File: config.mk
export PLATFORM = sky130hd
export DESIGN_NAME = hid_tx_flat
export DESIGN_NICKNAME = d
export VERILOG_FILES = /design/src/rtl/hid_tx_if.sv /design/src/rtl/hid_tx.sv /design/src/flat_wrapper.sv
export SDC_FILE = /design/constraint.sdc
export NUM_CORES = 1
export LEC_CHECK = 0
export BUFFER_PORTS_ARGS = -buffer_cell sky130_fd_sc_hd__buf_4
export CAP_MARGIN = 20
export CORE_ASPECT_RATIO = 1.75
export CORE_MARGIN = 1
export CORE_UTILIZATION = 63
export DETAILED_ROUTE_END_ITERATION = 8
export GPL_ROUTABILITY_DRIVEN = 1
export HOLD_SLACK_MARGIN = 0.02
export PLACE_DENSITY = 0.92
export RECOVER_POWER = 50
export SYNTH_ARGS = -nofsm -noshare
export SYNTH_HDL_FRONTEND = slang
export SYNTH_SLANG_ARGS = --single-unit
File: constraint.sdc
create_clock -name clk -period 5.2 [get_ports clk]
set_input_delay 0.52 -clock clk [delete_from_list [all_inputs] [get_ports clk]]
set_output_delay 0.52 -clock clk [all_outputs]
set_load 0.1 [all_outputs]
File: src/rtl/hid_tx_if.sv
// hid_tx_if -- signal bundle between an HID event source / receiver pair and hid_tx.
//   Event side : ev_valid, ev_ready, ev_type[1:0], ev_data[23:0]
//   Byte side  : strobe, start, data[7:0] towards the receiver, resp_in[7:0] back from it
//   Status     : status_valid, status_data[15:0], busy
// Modports:
//   slave  - used by hid_tx (consumes events, produces bytes/status)
//   master - used by whatever drives events and supplies the response byte
interface hid_tx_if;
   logic        ev_valid;
   logic        ev_ready;
   logic [1:0]  ev_type;
   logic [23:0] ev_data;
   logic        strobe;
   logic        start;
   logic [7:0]  data;
   logic [7:0]  resp_in;
   logic        status_valid;
   logic [15:0] status_data;
   logic        busy;

   modport slave (
      input  ev_valid, ev_type, ev_data, resp_in,
      output ev_ready, strobe, start, data, status_valid, status_data, busy
   );

   modport master (
      output ev_valid, ev_type, ev_data, resp_in,
      input  ev_ready, strobe, start, data, status_valid, status_data, busy
   );
endinterface

File: src/rtl/hid_tx.sv
// hid_tx -- initiator side of the IO-MCU HID byte protocol.
// Queued HID events are turned into command frames of one-cycle byte strobes,
// the command byte flagged with start. For status frames the receiver's
// data_out byte (resp_in) is sampled to build the returned status word.
// Ports:
//   clk      system clock
//   reset_n  asynchronous active-low reset
//   bus      hid_tx_if.slave: event handshake, byte strobe outputs,
//            response input, status outputs, busy
// Parameters:
//   GAP         idle cycles after every strobe (>=2)
//   FIFO_DEPTH  event queue entries, power of two (>=2)
module hid_tx #(
   parameter int GAP        = 4,
   parameter int FIFO_DEPTH = 4
) (
   input  logic     clk,
   input  logic     reset_n,
   hid_tx_if.slave  bus
);

   localparam int AW = $clog2(FIFO_DEPTH);
   localparam int CW = $clog2(FIFO_DEPTH + 1);
   localparam int GW = (GAP > 1) ? $clog2(GAP) : 1;

   localparam logic [AW-1:0] PTR_ONE  = AW'(1);
   localparam logic [CW-1:0] CNT_ONE  = CW'(1);
   localparam logic [CW-1:0] CNT_FULL = CW'(FIFO_DEPTH);
   localparam logic [GW-1:0] GAP_ONE  = GW'(1);
   localparam logic [GW-1:0] GAP_LAST = GW'(GAP - 1);

   typedef enum logic [1:0] {
      IDLE = 2'd0,
      LOAD = 2'd1,
      SEND = 2'd2,
      WAIT = 2'd3
   } state_t;

   // ---------------------------------------------------------------
   // Event queue: {type, payload} entries, registered read port
   // ---------------------------------------------------------------
   logic [25:0]   mem [FIFO_DEPTH];
   logic [25:0]   rd_data_q;
   logic [AW-1:0] wr_ptr_q, wr_ptr_d;
   logic [AW-1:0] rd_ptr_q, rd_ptr_d;
   logic [CW-1:0] count_q, count_d;
   logic          ev_ready_q, ev_ready_d;
   logic          push, pop;

   // ---------------------------------------------------------------
   // Frame state
   // ---------------------------------------------------------------
   state_t        state_q, state_d;
   logic [1:0]    type_q, type_d;
   logic [23:0]   pay_q, pay_d;
   logic [1:0]    idx_q, idx_d;
   logic [GW-1:0] gap_q, gap_d;
   logic [7:0]    data_q, data_d;
   logic [15:0]   stat_q, stat_d;
   logic          sv_q, sv_d;
   logic [1:0]    last_idx;
   logic          last_wait;

   // Byte i of a frame of type t with payload p.
   function automatic logic [7:0] frame_byte(input logic [1:0] t,
                                             input logic [23:0] p,
                                             input logic [1:0] i);
      logic [7:0] b;
      b = 8'h00;
      if (i == 2'd0) begin
         b = {6'b0, t};
      end else begin
         case (t)
            2'd1: b = p[7:0];
            2'd2: begin
               case (i)
                  2'd1:    b = {6'b0, p[1:0]};
                  2'd2:    b = p[15:8];
                  default: b = p[23:16];
               endcase
            end
            2'd3: b = (i == 2'd1) ? p[7:0] : p[15:8];
            default: b = 8'h00;
         endcase
      end
      return b;
   endfunction

   // ready comes from the registered count only, so a pop in the same cycle
   // never lets a write into a full queue.
   assign push = bus.ev_valid && ev_ready_q;
   assign pop  = (state_q == LOAD);

   always_ff @(posedge clk) begin
      if (push) begin
         mem[wr_ptr_q] <= {bus.ev_type, bus.ev_data};
      end
      rd_data_q <= mem[rd_ptr_q];
   end

   always_comb begin
      wr_ptr_d = wr_ptr_q;
      rd_ptr_d = rd_ptr_q;
      count_d  = count_q;
      if (push) begin
         wr_ptr_d = wr_ptr_q + PTR_ONE;
      end
      if (pop) begin
         rd_ptr_d = rd_ptr_q + PTR_ONE;
      end
      case ({push, pop})
         2'b10:   count_d = count_q + CNT_ONE;
         2'b01:   count_d = count_q - CNT_ONE;
         default: count_d = count_q;
      endcase
      ev_ready_d = (count_d != CNT_FULL);
   end

   // ---------------------------------------------------------------
   // FSM: state register
   // ---------------------------------------------------------------
   always_ff @(posedge clk or negedge reset_n) begin
      if (!reset_n) begin
         state_q <= IDLE;
      end else begin
         state_q <= state_d;
      end
   end

   always_comb begin
      case (type_q)
         2'd0:    last_idx = 2'd2;
         2'd1:    last_idx = 2'd1;
         2'd2:    last_idx = 2'd3;
         default: last_idx = 2'd2;
      endcase
   end

   assign last_wait = (state_q == WAIT) && (gap_q == GAP_LAST);

   // ---------------------------------------------------------------
   // FSM: next state
   // ---------------------------------------------------------------
   always_comb begin
      state_d = state_q;
      case (state_q)
         IDLE: if (count_q != '0) state_d = LOAD;
         LOAD: state_d = SEND;
         SEND: state_d = WAIT;
         WAIT: begin
            if (last_wait) begin
               if (idx_q != last_idx) begin
                  state_d = SEND;
               end else if (count_q != '0) begin
                  state_d = LOAD;
               end else begin
                  state_d = IDLE;
               end
            end
         end
         default: state_d = IDLE;
      endcase
   end

   // ---------------------------------------------------------------
   // Datapath next values
   // ---------------------------------------------------------------
   always_comb begin
      type_d = type_q;
      pay_d  = pay_q;
      idx_d  = idx_q;
      gap_d  = gap_q;
      data_d = data_q;
      stat_d = stat_q;
      sv_d   = 1'b0;
      case (state_q)
         LOAD: begin
            type_d = rd_data_q[25:24];
            pay_d  = rd_data_q[23:0];
            idx_d  = 2'd0;
            data_d = frame_byte(rd_data_q[25:24], rd_data_q[23:0], 2'd0);
         end
         SEND: gap_d = '0;
         WAIT: begin
            gap_d = gap_q + GAP_ONE;
            if (last_wait) begin
               // Status frames: the receiver's answer to payload byte 1/2 is
               // settled by the end of the gap that follows it.
               if (type_q == 2'd0 && idx_q == 2'd1) begin
                  stat_d[15:8] = bus.resp_in;
               end
               if (type_q == 2'd0 && idx_q == 2'd2) begin
                  stat_d[7:0] = bus.resp_in;
                  sv_d        = 1'b1;
               end
               if (idx_q != last_idx) begin
                  idx_d  = idx_q + 2'd1;
                  data_d = frame_byte(type_q, pay_q, idx_q + 2'd1);
               end
            end
         end
         default: ;
      endcase
   end

   always_ff @(posedge clk or negedge reset_n) begin
      if (!reset_n) begin
         wr_ptr_q   <= '0;
         rd_ptr_q   <= '0;
         count_q    <= '0;
         ev_ready_q <= 1'b0;
         type_q     <= 2'd0;
         pay_q      <= 24'h0;
         idx_q      <= 2'd0;
         gap_q      <= '0;
         data_q     <= 8'h00;
         stat_q     <= 16'h0000;
         sv_q       <= 1'b0;
      end else begin
         wr_ptr_q   <= wr_ptr_d;
         rd_ptr_q   <= rd_ptr_d;
         count_q    <= count_d;
         ev_ready_q <= ev_ready_d;
         type_q     <= type_d;
         pay_q      <= pay_d;
         idx_q      <= idx_d;
         gap_q      <= gap_d;
         data_q     <= data_d;
         stat_q     <= stat_d;
         sv_q       <= sv_d;
      end
   end

   // ---------------------------------------------------------------
   // FSM: outputs (decoded from reset-cleared state, so they drop
   // asynchronously with reset_n)
   // ---------------------------------------------------------------
   always_comb begin
      bus.strobe       = (state_q == SEND);
      bus.start        = (state_q == SEND) && (idx_q == 2'd0);
      bus.data         = data_q;
      bus.ev_ready     = ev_ready_q;
      bus.status_valid = sv_q;
      bus.status_data  = stat_q;
      bus.busy         = (count_q != '0) || (state_q != IDLE);
   end

endmodule

File: src/flat_wrapper.sv
// flat-port wrapper written by rule: the top's interface ports become plain ports
module hid_tx_flat 
#(
   parameter int GAP        = 4,
   parameter int FIFO_DEPTH = 4
)
  (clk, reset_n, bus_ev_valid, bus_ev_type, bus_ev_data, bus_resp_in, bus_ev_ready, bus_strobe, bus_start, bus_data, bus_status_valid, bus_status_data, bus_busy);
  hid_tx_if bus_i ();
  input  logic clk;
  input  logic reset_n;
  input wire logic [$bits(bus_i.ev_valid)-1:0] bus_ev_valid;
  input wire logic [$bits(bus_i.ev_type)-1:0] bus_ev_type;
  input wire logic [$bits(bus_i.ev_data)-1:0] bus_ev_data;
  input wire logic [$bits(bus_i.resp_in)-1:0] bus_resp_in;
  output wire logic [$bits(bus_i.ev_ready)-1:0] bus_ev_ready;
  output wire logic [$bits(bus_i.strobe)-1:0] bus_strobe;
  output wire logic [$bits(bus_i.start)-1:0] bus_start;
  output wire logic [$bits(bus_i.data)-1:0] bus_data;
  output wire logic [$bits(bus_i.status_valid)-1:0] bus_status_valid;
  output wire logic [$bits(bus_i.status_data)-1:0] bus_status_data;
  output wire logic [$bits(bus_i.busy)-1:0] bus_busy;
  assign bus_i.ev_valid = bus_ev_valid;
  assign bus_i.ev_type = bus_ev_type;
  assign bus_i.ev_data = bus_ev_data;
  assign bus_i.resp_in = bus_resp_in;
  assign bus_ev_ready = bus_i.ev_ready;
  assign bus_strobe = bus_i.strobe;
  assign bus_start = bus_i.start;
  assign bus_data = bus_i.data;
  assign bus_status_valid = bus_i.status_valid;
  assign bus_status_data = bus_i.status_data;
  assign bus_busy = bus_i.busy;
  hid_tx #(.GAP(GAP), .FIFO_DEPTH(FIFO_DEPTH)) u_core (.clk(clk), .reset_n(reset_n), .bus(bus_i));
endmodule
==> results of run 1 <==
-- critical path, stage by stage, from the launching register on --
cell and delay (ps):
dfrtp_1 450, nor2b_2 170, clkbuf_1 1160, ha_1 380, inv_1 70, fa_1 380
xor2_1 150, nor2_1 120, xor2_1 230, nand2_1 80
-- cell type report --
class / count / share of cell area (%)
inverter: 13 / 0.570
tap: 135 / 1.97
multi-input combinational: 192 / 23.0
clock inverter: 15 / 2.66
timing repair buffer: 72 / 5.28
sequential: 195 / 61.6
clock buffer: 17 / 4.97
-- registers in the layout (all words and copies together) (netlist names) --
| signal | flops |
|---|---|
| u_core.count_q | 3 |
| u_core.bus.status_valid | 1 |
| u_core.idx_q | 2 |
| u_core.wr_ptr_q | 2 |
| u_core.gap_q | 2 |
| u_core.rd_ptr_q | 2 |
| u_core.type_q | 2 |
| u_core.state_q | 2 |
| u_core.pay_q | 24 |
| u_core.rd_data_q | 26 |
| u_core.bus.status_data | 16 |
| u_core.mem | 104 |
| u_core.bus.data | 8 |
| u_core.bus.ev_ready | 1 |
-- metal layers --
layer  vias up  routed length (um)
li1       1731                   -
met1      1949                4740
met2       120                6810
met3        26                 434
met4         0                 357
met5         -                   0
-- cell usage in the layout (no fill, tap or decap), types with 2 or more instances in the layout --
cell	synthesis	final
a21oi_1	6	6
a221oi_1	2	2
a222oi_1	6	6
a22o_1	6	6
a31oi_1	3	3
and3_1	5	5
buf_4	8	42
bufinv_16	0	5
clkbuf_1	1	29
clkbuf_16	0	17
clkinvlp_4	0	3
dfrtp_1	65	65
dfxtp_1	26	26
edfxtp_1	104	104
ha_1	16	16
inv_1	13	13
inv_6	0	3
mux2_2	48	48
mux4_2	26	26
nand2_1	26	26
nand3_1	1	2
nand3b_1	2	2
nor2_1	8	8
o21ai_0	13	13
o31ai_1	2	2
xnor2_1	4	4
xor2_1	4	4
-- logic make-up after synthesis --
logic type,share of synthesized area [%]
flip-flops,71.1
multiplexers,15.5
AND/OR/NAND/NOR,3.21
AO/OA/AOI/OAI,4.04
buffers and inverters,2.21
adder cells (fa/ha/maj),2.97
XOR/XNOR,0.946
-- per-stage QoR --
step                setup slack, ps  power, mW
floorplan                      1970       4.06
global placement               3020       4.46
detailed placement             2820       4.57
CTS                            2820       6.00
global route                   1350       6.21
finish                         1890       5.95
-- worst max-delay path by stage --
stage / start / to / cells after the start
2_1_floorplan: u_core.state_q[1]$_DFFE_PN0P_ / bus_start / 4
4_1_cts: u_core.state_q[0]$_DFFE_PN0P_ / u_core.bus.ev_ready$_DFF_PN0_ / 9
5_1_grt: reset_n / u_core.bus.data[2]$_DFFE_PN0P_ / 1
3_3_place_gp: u_core.state_q[0]$_DFFE_PN0P_ / u_core.bus.ev_ready$_DFF_PN0_ / 9
6_report: u_core.state_q[0]$_DFFE_PN0P_ / u_core.bus.ev_ready$_DFF_PN0_ / 9
3_5_place_dp: u_core.state_q[0]$_DFFE_PN0P_ / u_core.bus.ev_ready$_DFF_PN0_ / 9
-- Yosys cell counts, types with 6 or more instances --
library cell  instances  share of area (%)
mux4_2               26                7.9
ha_1                 16                2.7
nor2_1                8               0.41
buf_4                 8               0.81
dfxtp_1              26                7.0
a21oi_1               6               0.41
o21ai_0              13               0.88
mux2_2               48                7.3
inv_1                13               0.66
a222oi_1              6               0.81
edfxtp_1            104                 42
nand2_1              26                1.3
dfrtp_1              65                 22
a22o_1                6               0.71
-- power groups by stage --
stage	Clock [mW]	Sequential [mW]	Combinational, mW
2_1_floorplan	0	2.95	1.11
3_3_place_gp	0	2.43	2.03
3_5_place_dp	0	2.43	2.14
4_1_cts	1.43	2.41	2.16
5_1_grt	1.50	2.46	2.24
6_report	1.41	2.42	2.12
==> flow_summary.json, run 1 <==
{
  "peakVddDrop_mv": 0.371,
  "post-cts-setup-buffers": 0,
  "internal_power_mw": 3.76,
  "status": "finished with violations",
  "die_area_mm2": 0.0122,
  "die_h_um": 145,
  "start_util_pct": 64.3,
  "worst_hold_slack_ps": 331,
  "yosysSeqAreaShare_pct": 71.1,
  "p_sw_mw": 2.18,
  "power_density_mw_per_mm2": 695,
  "vias_per_cell": 5.99,
  "placed_cell_area_mm2": 0.00803,
  "grt-ovfl-total": 0,
  "dr.pass1.iters": 8,
  "r2r_cells": 9,
  "hold_viol_final": 0,
  "cts_made_buffers": 17,
  "utilization_pct": 74.3,
  "p_leak_nw": 3.30,
  "wl_per_cell_um": 19.3,
  "drc": 9,
  "grt_busiest_layer": "met2",
  "critPathKind": "register to register",
  "finalWirelength_um": 12300,
  "setup_tns_ps": 0,
  "htreeDepth": 4,
  "diodes": 0,
  "ctsResizeCount": 0,
  "setup_viol": 0,
  "post-place-cells": 607,
  "yosys_warnings": 0,
  "clockBufferDepth": 2,
  "hold_end": "u_core.bus.status_data[14]$_DFFE_PN0P_",
  "synth_ff_type": "edfxtp_1",
  "rsz0062_at_grt": "no",
  "worst_pin_slew_ps": 3330,
  "grt_max_degree": 66,
  "gr-usage-met1_pct": 25.2,
  "antenna_found_initial": 0,
  "ant_nets": 0,
  "crit_arrival_ps": 3610,
  "fin_skew_ps": 10.6,
  "fmax_mhz": 302,
  "cts_tree": "built",
  "switching_share_pct": 36.7,
  "hold-path-cell-count": 2,
  "post-dp-hpwl_um": 8090,
  "crit_path_end_kind": "register",
  "grt_util_met2_pct": 38.9,
  "vias": 3826,
  "ys_seq_elements": 195,
  "cts.root.buffer_cell": "clkbuf_16",
  "clock_latency_ps": 420,
  "min_path_type": "primary input to register",
  "nFillCells": 653,
  "seq_power_share_pct": 40.7,
  "cts_sinks": 195,
  "ys_types": 39,
  "post-route-period-util_pct": 63.6,
  "core-area_mm2": 0.0115,
  "fin_crit_ps": 3310,
  "drive_above_1_share_pct": 30.0,
  "crit_required_ps": 5500,
  "r2r-start": "u_core.state_q[0]$_DFFE_PN0P_",
  "fp.dieW_um": 84.0,
  "multi_input_area_mm2": 0.00196,
  "r2r-end": "u_core.bus.ev_ready$_DFF_PN0_",
  "fin_area_mm2": 0.00856,
  "async_flop_share_pct": 33.3,
  "met3_usage_pct": 4.76,
  "path_clk_slew_ps": 70,
  "grt_pass1_wl_um": 20200,
  "seqCellArea_mm2": 0.00527,
  "area_growth_syn_to_layout_pct": 15.5,
  "maxSlewHeadroom_pct": -122,
  "gr-usage-all-layers_pct": 22.0,
  "startpoint_type": "register",
  "violations": "design-rule violations, max-capacitance violations, max-slew violations",
  "netlist_instances": 417,
  "avgSynthCellArea_um2": 17.8,
  "gp_congestion": 0.781,
  "ctsHoldBuffers": 0,
  "rows": 52,
  "critical_path.max_fanout": 31,
  "rrSetupSlack_ps": 1890,
  "maxCapViolations": 3,
  "pwr-share-clk_pct": 23.7,
  "ios": 66,
  "netlist_area_mm2": 0.00741,
  "drv_slew": 125,
  "synth_edf_count": 104,
  "hp-start": "bus_resp_in[6]",
  "final_nets": 545,
  "portBuffers": 65,
  "p_comb_share_pct": 35.7,
  "syn_nets": 471,
  "grt_pass1_vias": 4019,
  "final_cells": 639,
  "drtIter0Drc": 177
}
Note: power is estimated with default switching activity, not from simulation.
==> run 2: changes to the inputs <==
CORE_UTILIZATION = 53   (was 63)
PLACE_DENSITY = 0.83   (was 0.92)
clock period = 2.9 ns   (was 5.2 ns; I/O delays follow)
==> flow_summary.json, run 2 (synthesis gave the netlist of run 1 again) <==
{
  "min_path_type": "primary input to register",
  "path_buf_inv": 1,
  "portBuffers": 65,
  "utilization_pct": 62.9,
  "finalWirelength_um": 12300,
  "wl_per_cell_um": 18.1,
  "critPathKind": "register to register",
  "cts_sinks": 195,
  "violations": "max-capacitance violations, max-slew violations",
  "p_leak_nw": 3.22,
  "crit_path_end_kind": "register",
  "seq_power_share_pct": 41.3,
  "cp_slowest_cell": "clkbuf_1",
  "pre_cts_ws_ps": 831,
  "max_stage_delay_ps": 1080,
  "start_util_pct": 54.8,
  "grt_pass1_vias": 3996,
  "fin_crit_ps": 2370,
  "gr-usage-all-layers_pct": 18.9,
  "drtIter0Drc": 207,
  "largest_reg_flops": 104,
  "fmax_mhz": 422,
  "clock_latency_ps": 420,
  "post-route-period-util_pct": 81.7,
  "ant_nets": 0,
  "area_growth_syn_to_layout_pct": 14.7,
  "antenna_found_initial": 0,
  "die_area_mm2": 0.0145,
  "gp_congestion": 0.816,
  "worst_pin_slew_ps": 1570,
  "peakVddDrop_mv": 0.520,
  "die_h_um": 158,
  "switching_share_pct": 37.9,
  "hold_viol_final": 0,
  "worst_hold_slack_ps": 97.7,
  "diodes": 0,
  "setup_tns_ps": 0,
  "final_cells": 679,
  "cts_tree": "built",
  "startpoint_type": "register",
  "cts.root.buffer_cell": "clkbuf_16",
  "core-area_mm2": 0.0135,
  "drv_slew": 66,
  "power_density_mw_per_mm2": 1220,
  "dr.pass1.iters": 4,
  "rsz0062_at_grt": "no",
  "grt_max_degree": 66,
  "fin_ws_ps": 531,
  "drive_above_1_share_pct": 26.1,
  "post-cts-setup-buffers": 0,
  "p_sw_mw": 3.94,
  "rows": 56,
  "cts_made_buffers": 17,
  "multi_input_area_mm2": 0.00198,
  "maxSlewHeadroom_pct": -4.94,
  "grt_pass1_wl_um": 20400,
  "vias_per_cell": 5.55,
  "drc": 0,
  "layout_common_cells": "104 x edfxtp_1, 65 x dfrtp_1, 49 x clkbuf_1",
  "fp.dieW_um": 91.4,
  "fin_skew_ps": 9.85,
  "grt-ovfl-total": 0,
  "top_regs": "u_core.mem (104), u_core.rd_data_q (26), u_core.pay_q (24)",
  "path_clk_slew_ps": 70,
  "setup_viol": 0,
  "maxCapViolations": 1,
  "htreeDepth": 4,
  "pwr-share-clk_pct": 23.2,
  "status": "finished with violations",
  "ios": 66,
  "post-place-cells": 646,
  "ctsResizeCount": 0,
  "critical_path.cell_chain": "nor2b_1, clkbuf_1, mux2_2",
  "p_comb_share_pct": 35.5,
  "final_nets": 546,
  "crit_arrival_ps": 2660,
  "crit_family": "buffers and inverters",
  "ctsHoldBuffers": 1,
  "largest_register": "u_core.mem",
  "final_common_cell": "edfxtp_1",
  "post-dp-hpwl_um": 8040,
  "internal_power_mw": 6.46,
  "crit_required_ps": 3200,
  "vias": 3768,
  "nFillCells": 961,
  "critical_path.max_fanout": 30,
  "seqCellArea_mm2": 0.00527,
  "clockBufferDepth": 2
}
[run 2: area by class of cell]
class,count,area share [%]
clock inverter,14,2.24
timing repair buffer,73,4.33
inverter,13,0.574
clock buffer,18,5.05
tap,174,2.56
sequential,195,62.0
multi-input combinational,192,23.3
[run 2: routing by layer]
metal	vias up	part of all wire [%]	GRT usage, %	wire (um)
met2	107	54	34.1	6680
li1	1729	-	-	-
met4	0	3.5	9.45	424
met1	1902	39	20.8	4740
met5	-	0	0	0
met3	30	3.6	4.39	445
[run 2: worst paths after layout]
kind                                                           to                     startpoint  depth (start not counted)  slack, ps
max                                  u_core.pay_q[18]$_DFFE_PN0P_  u_core.state_q[0]$_DFFE_PN0P_                          3        530
min                        u_core.bus.status_data[14]$_DFFE_PN0P_                 bus_resp_in[6]                          2        100
max reg2reg                          u_core.pay_q[18]$_DFFE_PN0P_  u_core.state_q[0]$_DFFE_PN0P_                          3        530
min reg2reg                           u_core.pay_q[3]$_DFFE_PN0P_    u_core.rd_data_q[3]$_DFF_P_                          1        460
max in group asynchronous            u_core.pay_q[23]$_DFFE_PN0P_                        reset_n                          2       1160
min in group asynchronous             u_core.gap_q[0]$_DFFE_PN0P_                        reset_n                          2        810
[run 2: metrics by stage]
stage	total power [mW]	cell area, um^2
after CTS	10.6	8690
after detailed placement	8.19	8060
after global placement	8.01	8060
final	10.4	8500
after global routing	10.9	8500
after floorplan	7.28	7410
[run 2: power by group through the flow]
stage	clock network [mW]	registers, mW	logic (mW)
floorplan	0	5.30	1.99
global placement	0	4.29	3.72
detailed placement	0	4.35	3.84
CTS	2.45	4.30	3.86
global route	2.57	4.38	3.97
finish	2.42	4.29	3.70
==> run 3: changes to the inputs <==
CORE_UTILIZATION = 59   (was 53)
PLACE_DENSITY = 0.87   (was 0.83)
clock period = 2.25 ns   (was 2.9 ns; I/O delays follow)
==> flow_summary.json, run 3 (synthesis gave the netlist of run 1 again) <==
{
  "status": "finished with violations",
  "violations": "max-capacitance violations, max-slew violations",
  "min_path_type": "primary input to register",
  "p_comb_share_pct": 35.0,
  "r2r_cells": 6,
  "crit_arrival_ps": 2380,
  "post-route-period-util_pct": 92.9,
  "portBuffers": 65,
  "gp_congestion": 0.832,
  "hold_viol_final": 0,
  "grt_pass1_vias": 4287,
  "finalWirelength_um": 12600,
  "final_common_cell": "edfxtp_1",
  "grt_pass1_wl_um": 20700,
  "final_cells": 698,
  "post-place-cells": 638,
  "critical_path.max_fanout": 10,
  "clockBufferDepth": 2,
  "top_regs": "u_core.mem (104), u_core.rd_data_q (26), u_core.pay_q (24)",
  "worst_pin_slew_ps": 1600,
  "hold_end": "u_core.bus.status_data[11]$_DFFE_PN0P_",
  "fmax_mhz": 479,
  "largest_reg_flops": 104,
  "startpoint_type": "register",
  "rows": 53,
  "crit_required_ps": 2540,
  "fp.dieW_um": 86.7,
  "drc": 0,
  "nFillCells": 753,
  "internal_power_mw": 8.60,
  "maxCapViolations": 1,
  "switching_share_pct": 37.3,
  "ant_nets": 0,
  "crit_path_end_kind": "register",
  "fin_skew_ps": 5.86,
  "r2r-end": "u_core.bus.data[5]$_DFFE_PN0P_",
  "die_h_um": 150,
  "vias_per_cell": 5.59,
  "cts.root.buffer_cell": "clkbuf_16",
  "ctsResizeCount": 0,
  "core-area_mm2": 0.0121,
  "rrSetupSlack_ps": 160,
  "gr-usage-all-layers_pct": 21.6,
  "fin_total_pwr_mw": 13.7,
  "post-cts-setup-buffers": 0,
  "pwr-share-clk_pct": 24.3,
  "seq_power_share_pct": 40.8,
  "p_sw_mw": 5.12,
  "hp-start": "bus_resp_in[3]",
  "clock_latency_ps": 420,
  "maxSlewHeadroom_pct": -6.99,
  "die_area_mm2": 0.0130,
  "fin_ws_ps": 160,
  "antenna_found_initial": 0,
  "diodes": 0,
  "drtIter0Drc": 160,
  "largest_register": "u_core.mem",
  "dr.pass1.iters": 4,
  "cts_made_buffers": 17,
  "setup_viol": 0,
  "start_util_pct": 61.0,
  "cts_tree": "built",
  "pre_cts_ws_ps": 197,
  "post-dp-hpwl_um": 8110,
  "p_leak_nw": 3.37,
  "cts_sinks": 195,
  "drv_slew": 66,
  "worst_hold_slack_ps": 41.7,
  "final_nets": 574,
  "peakVddDrop_mv": 0.745,
  "r2r-start": "u_core.idx_q[0]$_DFFE_PN0P_",
  "area_growth_syn_to_layout_pct": 19.1,
  "layout_common_cells": "104 x edfxtp_1, 64 x dfrtp_1, 50 x clkbuf_1",
  "ios": 66,
  "drive_above_1_share_pct": 25.5,
  "fin_crit_ps": 2090,
  "wl_per_cell_um": 18.1,
  "path_clk_slew_ps": 70,
  "setup_tns_ps": 0,
  "grt-ovfl-total": 0,
  "critPathKind": "register to register",
  "power_density_mw_per_mm2": 1550,
  "grt_max_degree": 66,
  "rsz0062_at_grt": "no",
  "vias": 3904,
  "hold-path-cell-count": 2,
  "ctsHoldBuffers": 28,
  "htreeDepth": 4
}
## run 3: stage by stage
step | utilization, % | instance area (um^2)
6_report | 72.7 | 8830
5_1_grt | 72.7 | 8830
4_1_cts | 74.3 | 9010
3_5_place_dp | 66.5 | 8070
3_3_place_gp | 66.5 | 8070
2_1_floorplan | - | 7410
## run 3: worst max path at each step
| stage | startpoint | endpoint | cells after the start |
|---|---|---|---|
| floorplan | u_core.state_q[1]$_DFFE_PN0P_ | bus_start | 4 |
| global placement | u_core.idx_q[0]$_DFFE_PN0P_ | u_core.bus.data[7]$_DFFE_PN0P_ | 6 |
| detailed placement | u_core.idx_q[0]$_DFFE_PN0P_ | u_core.bus.data[5]$_DFFE_PN0P_ | 6 |
| CTS | u_core.idx_q[0]$_DFFE_PN0P_ | u_core.bus.data[5]$_DFFE_PN0P_ | 6 |
| global route | u_core.idx_q[0]$_DFFE_PN0P_ | u_core.bus.data[5]$_DFFE_PN0P_ | 6 |
| finish | u_core.idx_q[0]$_DFFE_PN0P_ | u_core.bus.data[5]$_DFFE_PN0P_ | 6 |
## run 3: critical path, stage by stage, from the launching register on
cell and delay (ps):
dfrtp_1 460, inv_1 140, ha_1 430, nor2_1 200, a22o_1 240, a222oi_1 340
o21ai_0 150
## run 3: power by group through the flow
stage | Clock [mW] | Combinational (mW) | Sequential (mW)
2_1_floorplan | 0 | 2.56 | 6.83
3_3_place_gp | 0 | 4.79 | 5.57
3_5_place_dp | 0 | 4.93 | 5.64
4_1_cts | 3.37 | 5.01 | 5.60
5_1_grt | 3.51 | 5.11 | 5.70
6_report | 3.33 | 4.80 | 5.59
## run 3: area by class of cell
class                      count  area (um^2)  area share [%]
sequential                   195         5270            59.7
inverter                      13         48.8           0.553
clock inverter                14          235            2.67
timing repair buffer         101          654            7.41
tap                          165          206            2.34
multi-input combinational    192         1980            22.4
clock buffer                  18          429            4.86
## run 3: metal layers
layer	vias up	part of all wire (%)	track usage (%)	routed length, um
met5	-	0	0	0
met4	0	3.1	10.6	389
met3	23	4.1	5.37	519
met2	134	55	39.0	6990
met1	1960	37	23.2	4740
li1	1787	-	-	-
